==> src/rtl/udl_counter_if.sv <==
// udl_counter_if: control and status bundle for one udl_counter stage.
// The master side (the user or the bench) drives the count controls. The
// slave side (the counter) returns the count, terminal count and overflow.
interface udl_counter_if #(
    parameter int Width = 4
);
    logic             CE;
    logic             UP;
    logic             LOAD;
    logic [Width-1:0] D;
    logic             CLR_OVF;
    logic [Width-1:0] Q;
    logic             TC;
    logic             OVF;

    modport master (
        output CE, UP, LOAD, D, CLR_OVF,
        input  Q, TC, OVF
    );

    modport slave (
        input  CE, UP, LOAD, D, CLR_OVF,
        output Q, TC, OVF
    );
endinterface

==> src/rtl/udl_counter.sv <==
// udl_counter: up/down counter with synchronous load, programmable terminal
// value MaxCnt (modulus MaxCnt+1), wrap or saturate at the bounds, a
// combinational cascade terminal count and a sticky overflow flag.
// Per-cycle priority is SRST > LOAD > CE; with none of them asserted, Q holds.
// Optional build macro UDL_COUNTER_TMR_EN: Q/OVF are held in three register
// copies behind a bitwise majority voter. Every copy reloads from the voted
// next state each clock, so a single upset copy is scrubbed within one cycle.
module udl_counter #(
    parameter int Width  = 4,
    parameter int MaxCnt = 2**Width - 1,
    parameter bit Sat    = 1'b0
) (
    input  logic         CLK,
    input  logic         SRST,
    udl_counter_if.slave bus
);
    localparam logic [Width-1:0] MAX_VAL  = Width'(MaxCnt);
    localparam logic [Width-1:0] ZERO_VAL = '0;

    logic [Width-1:0] q_d;
    logic             ovf_d;
    logic             at_top;
    logic             at_bot;
    logic             bound_step;

`ifdef UDL_COUNTER_TMR_EN
    (* keep = "true", preserve = "true" *) logic [Width-1:0] q0_q;
    (* keep = "true", preserve = "true" *) logic [Width-1:0] q1_q;
    (* keep = "true", preserve = "true" *) logic [Width-1:0] q2_q;
    (* keep = "true", preserve = "true" *) logic             ovf0_q;
    (* keep = "true", preserve = "true" *) logic             ovf1_q;
    (* keep = "true", preserve = "true" *) logic             ovf2_q;
    (* keep = "true", preserve = "true" *) logic [Width-1:0] q_q;
    (* keep = "true", preserve = "true" *) logic             ovf_q;

    // Bitwise majority vote; all logic downstream sees only the voted state.
    assign q_q   = (q0_q & q1_q) | (q0_q & q2_q) | (q1_q & q2_q);
    assign ovf_q = (ovf0_q & ovf1_q) | (ovf0_q & ovf2_q) | (ovf1_q & ovf2_q);

    // All three copies reload from the voted next state every clock (scrubbing).
    always_ff @(posedge CLK) begin
        if (SRST) begin
            q0_q   <= '0;
            q1_q   <= '0;
            q2_q   <= '0;
            ovf0_q <= 1'b0;
            ovf1_q <= 1'b0;
            ovf2_q <= 1'b0;
        end else begin
            q0_q   <= q_d;
            q1_q   <= q_d;
            q2_q   <= q_d;
            ovf0_q <= ovf_d;
            ovf1_q <= ovf_d;
            ovf2_q <= ovf_d;
        end
    end
`else
    logic [Width-1:0] q_q;
    logic             ovf_q;

    // Single register set for count and sticky overflow.
    always_ff @(posedge CLK) begin
        if (SRST) begin
            q_q   <= '0;
            ovf_q <= 1'b0;
        end else begin
            q_q   <= q_d;
            ovf_q <= ovf_d;
        end
    end
`endif

    // A boundary step is a CE step attempted at the bound in the current direction.
    always_comb begin
        at_top     = (q_q == MAX_VAL);
        at_bot     = (q_q == ZERO_VAL);
        bound_step = bus.CE & (bus.UP ? at_top : at_bot);
    end

    // Next-state: LOAD (clamped to MaxCnt) beats CE; the OVF set beats CLR_OVF.
    always_comb begin
        q_d   = q_q;
        ovf_d = bus.CLR_OVF ? 1'b0 : ovf_q;
        if (bus.LOAD) begin
            q_d = (bus.D > MAX_VAL) ? MAX_VAL : bus.D;
        end else if (bus.CE) begin
            if (bus.UP) begin
                if (!at_top) q_d = q_q + 1'b1;
                else         q_d = Sat ? MAX_VAL : ZERO_VAL;
            end else begin
                if (!at_bot) q_d = q_q - 1'b1;
                else         q_d = Sat ? ZERO_VAL : MAX_VAL;
            end
            if (bound_step) ovf_d = 1'b1;
        end
    end

    // Outputs: registered count and flag, combinational terminal count.
    assign bus.Q   = q_q;
    assign bus.OVF = ovf_q;
    assign bus.TC  = bound_step;
endmodule

==> src/flat_wrapper.sv <==
// flat-port wrapper written by rule: the top's interface ports become plain ports
module udl_counter_flat 
#(
    parameter int Width  = 4,
    parameter int MaxCnt = 2**Width - 1,
    parameter bit Sat    = 1'b0
)
  (CLK, SRST, bus_CE, bus_UP, bus_LOAD, bus_D, bus_CLR_OVF, bus_Q, bus_TC, bus_OVF);
  udl_counter_if #(.Width(Width)) bus_i ();
  input  logic CLK;
  input  logic SRST;
  input wire logic [$bits(bus_i.CE)-1:0] bus_CE;
  input wire logic [$bits(bus_i.UP)-1:0] bus_UP;
  input wire logic [$bits(bus_i.LOAD)-1:0] bus_LOAD;
  input wire logic [$bits(bus_i.D)-1:0] bus_D;
  input wire logic [$bits(bus_i.CLR_OVF)-1:0] bus_CLR_OVF;
  output wire logic [$bits(bus_i.Q)-1:0] bus_Q;
  output wire logic [$bits(bus_i.TC)-1:0] bus_TC;
  output wire logic [$bits(bus_i.OVF)-1:0] bus_OVF;
  assign bus_i.CE = bus_CE;
  assign bus_i.UP = bus_UP;
  assign bus_i.LOAD = bus_LOAD;
  assign bus_i.D = bus_D;
  assign bus_i.CLR_OVF = bus_CLR_OVF;
  assign bus_Q = bus_i.Q;
  assign bus_TC = bus_i.TC;
  assign bus_OVF = bus_i.OVF;
  udl_counter #(.Width(Width), .MaxCnt(MaxCnt), .Sat(Sat)) u_core (.CLK(CLK), .SRST(SRST), .bus(bus_i));
endmodule
==> config.mk <==
export PLATFORM = sky130hd
export DESIGN_NAME = udl_counter_flat
export DESIGN_NICKNAME = d
export VERILOG_FILES = /design/src/rtl/udl_counter_if.sv /design/src/rtl/udl_counter.sv /design/src/flat_wrapper.sv
export SDC_FILE = /design/constraint.sdc
export NUM_CORES = 1
export LEC_CHECK = 0
export ABC_CLOCK_PERIOD_IN_PS = 1410
export CORE_AREA = 5 5 42 44
export DETAILED_ROUTE_END_ITERATION = 6
export DIE_AREA = 0 0 47 49
export GPL_ROUTABILITY_DRIVEN = 0
export PLACE_DENSITY = 0.73
export REMOVE_ABC_BUFFERS = 1
export SLEW_MARGIN = 10
export SYNTH_ARGS = -nofsm -noshare
export SYNTH_HDL_FRONTEND = slang
export SYNTH_SLANG_ARGS = --single-unit
export TNS_END_PERCENT = 50
==> constraint.sdc <==
create_clock -name CLK -period 1.41 [get_ports CLK]
set_clock_uncertainty 0.1 [all_clocks]
set_input_delay 0.3525 -clock CLK [delete_from_list [all_inputs] [get_ports CLK]]
set_output_delay 0.3525 -clock CLK [all_outputs]
set_load 0.03 [all_outputs]
==> implementation parameters <==
Parameter                              Value

Status
  Status    complete, but fails checks
  Failing checks    setup timing

Route
  DRT Wirelength    1310 um
  Detailed Routing Iterations Pass 1    3
  Violation count after the first detailed-route iteration    9
  Sum of met2 wire segment lengths after detailed routing    666 um
  Length of routed met3 wiring    66 um
  Vias/cell    about 5
  Wl on met1    506 um
  Vias    between 400 and 500
  Highest metal layer used by the detailed router    met4
  Antenna Nets Post-Route    0
  Post-DR wirelength/cell    13.6 um
  Residual DRC    0

Synthesis
  Yosys cell types    27
  Ys async rst share    0
  Netlist Area Pre-Place    395 um2
  Most common flop cell mapped by yosys    dfxtp_1
  Synthesized instance count    48
  Share of the yosys chip area belonging to registers    0.253
  Average size of a mapped cell    8.24 um2
  Total number of yosys warnings    0
  Number of flops mapped to enable cells by yosys    0
  Register bit count reported by yosys    5

Clock network
  Largest buffer count on any clock path    2
  Cts bufs inserted    3
  Clock-pin slew on the worst setup and hold paths    50 ps
  Clock sink count    5
  CTS hold repair buffers    0
  CTS Root Buffer Type    clkbuf_4
  Clock tree from TritonCTS    done
  H-Tree Level Count    1
  Clock insertion delay at the later pin of the skew report    approximately 250 ps

Global routing
  Leftover overflow at the end of global routing    0
  Global-route total usage across every layer    0.129
  Pin count of the biggest net entering global routing    9
  Antenna violations before repair    0
  First-pass GRT wire length    2170 um
  Via count of the first global-routing pass    519

Power and ir drop
  Total power    roughly 0.58 mW
  Power per unit of standard cell area    801 nW/um2
  LEAKAGE    around 0.33 nW
  Largest voltage drop on the vdd net    584 uV

Worst setup path
  Critical register-to-register path endpoint    u_core.bus.Q[3]
  Type of the setup path with the least slack    reg -> out
  Max Fanout on Critical Path    3
  Data required time at the worst endpoint    ~960 ps
  Internal reg-to-reg setup slack    -20 ps
  Critical path launch point type    flop
  Delay contributed by the slowest stage of the critical path    330 ps
  Worst reg2reg path depth    6
  Cell with the largest stage delay on the worst path    dfxtp_2
  CP arrival    1350 ps
  Startpoint of the worst register-to-register path    u_core.bus.Q[0]
  Critical-path cell list    ha_1 > and3_4 > a21oi_2 > nor2_1 > buf_4
  Sort of element at the end of the critical path    output port

Flow run
  Number of max-cap violations    0

Placement
  Port bufs    15
  Post-placement worst setup slack    -534 ps
  DP HPWL    951 um
  Cell area after placement    637 um2
  Number of placed instances with taps included    roughly 90

STA
  Post-layout worst setup margin    -396 ps
  Timing-limited maximum frequency    554 MHz
  Period utilisation layout    1.28
  Rel. slew slack    0.824
  Setup repair after global routing missed its margin    true
  Transition time at the pin with the least slew margin    264 ps
  Final count of negative-setup-slack endpoints    2
  Number of endpoints with negative hold slack in the final report    0
  Worst Hold Margin    489 ps
  Slew Viols, Final    0
  Final min period    between 1500 and 2000 ps

Floorplanning
  Number of ports placed on the die boundary    16
  Die X-Extent    47 um
  Area inside the core boundary    1400 um2
  Vertical extent of the die    49 um
  Initial Util    0.282
  Total number of placement rows    14
  Area of the die    2300 um2

Hold path
  Min-delay src    u_core.bus.OVF
  Hold Path Cell Cnt    2
  Class of the tightest hold or removal check    reg -> reg
  Hold endpoint    u_core.bus.OVF

Final layout
  Number of antenna repair diodes    0
  Final cell count without fillers    96
  Post-route cell area    723 um2
  Post-layout net count    93
  Synthesis-to-finish area growth    82.9%
  Layout filler cell count    between 100 and 150
  Share of post-route cells with drive strength above 1    0.513
-- how the worst max path moves through the flow --
stage	from	to	slack, ps	cells past startpoint
5_1_grt	u_core.bus.Q[1]	bus_TC	-470	7
3_5_place_dp	bus_UP	bus_TC	-530	6
3_3_place_gp	bus_UP	bus_TC	-490	6
2_1_floorplan	u_core.bus.Q[0]	bus_TC	-600	4
4_1_cts	u_core.bus.Q[0]	bus_TC	-390	5
6_report	u_core.bus.Q[0]	bus_TC	-400	5
-- cell usage after synthesis (all sizes together) (2+ instances only) --
cell	n	area [um2]
a21oi	6	33.8
a31oi	2	12.5
dfxtp	5	100
ha	2	25.0
inv	6	22.5
nand2	4	15.0
nor2	3	11.3
nor3	2	10.0
o21ai	3	15.0
-- timing repair --
action,CTS,global route
gates resized for setup,10,7
setup endpoints to repair,5,7
buffers inserted,0,1
pin swaps,2,1
-- logic make-up after synthesis --
group,count (synthesis),share of synthesized area
fa+ha+maj,2,0.0633
compound gates,18,0.351
simple gates,13,0.177
xor+xnor,2,0.0443
buf+inv,7,0.0854
flops,5,0.253
mux,1,0.0253
-- layout make-up --
type / count / area [um2] / share of cell area
inverters: 6 / 22.5 / 0.0311
flip-flops and latches: 5 / 108 / 0.149
clock buffers: 4 / 26.3 / 0.0363
well taps: 16 / 20.0 / 0.0277
repair buffers: 29 / 246 / 0.341
multi-input cells: 36 / 300 / 0.415
-- layout by cell type (no fill, tap or decap), types with 2 or more instances in the layout --
| master | netlist | layout |
|---|---|---|
| clkbuf_4 | 0 | 3 |
| inv_2 | 1 | 3 |
| nor2_1 | 3 | 3 |
| a21oi_1 | 5 | 4 |
| o21ai_1 | 2 | 2 |
| buf_6 | 1 | 2 |
| dfxtp_2 | 0 | 3 |
| buf_4 | 0 | 18 |
| inv_1 | 5 | 3 |
| clkdlybuf4s50_1 | 0 | 8 |
| nand2_1 | 4 | 4 |
| a21oi_2 | 1 | 2 |
-- flip-flops by register name, indices dropped and copies added, names as in the netlist --
name and cells:
u_core.bus.Q 4, u_core.bus.OVF 1
-- power by group --
part / internal [mW] / total (mW) / switching (mW)
registers: 0.154 / 0.168 / 0.0141
clock network: 0.108 / 0.177 / 0.0695
logic: 0.120 / 0.234 / 0.114
total: 0.382 / 0.579 / 0.198
-- metal layers --
metal  vias up  track usage
met2        20        0.215
met1       219        0.141
li1        237            -
met4         0       0.0829
met3         8       0.0221
met5         -            0
-- metrics by stage --
| step | TNS [ps] | utilization |
|---|---|---|
| floorplan | -1410 | - |
| global placement | -1510 | 0.454 |
| detailed placement | -1700 | 0.454 |
| CTS | -390 | 0.494 |
| global route | -656 | 0.516 |
| finish | -418 | 0.516 |
-- worst max-delay path, delay by kind of cell, from the launching register on --
family | cells | cell delay, ps
AOI/OAI and AO/OA | 1 | 150
adders and majority gates | 1 | 210
DFF | 1 | 330
buffers and inverters | 1 | 160
and+or+nand+nor | 2 | 240
Power figures use the tool's default switching activity.
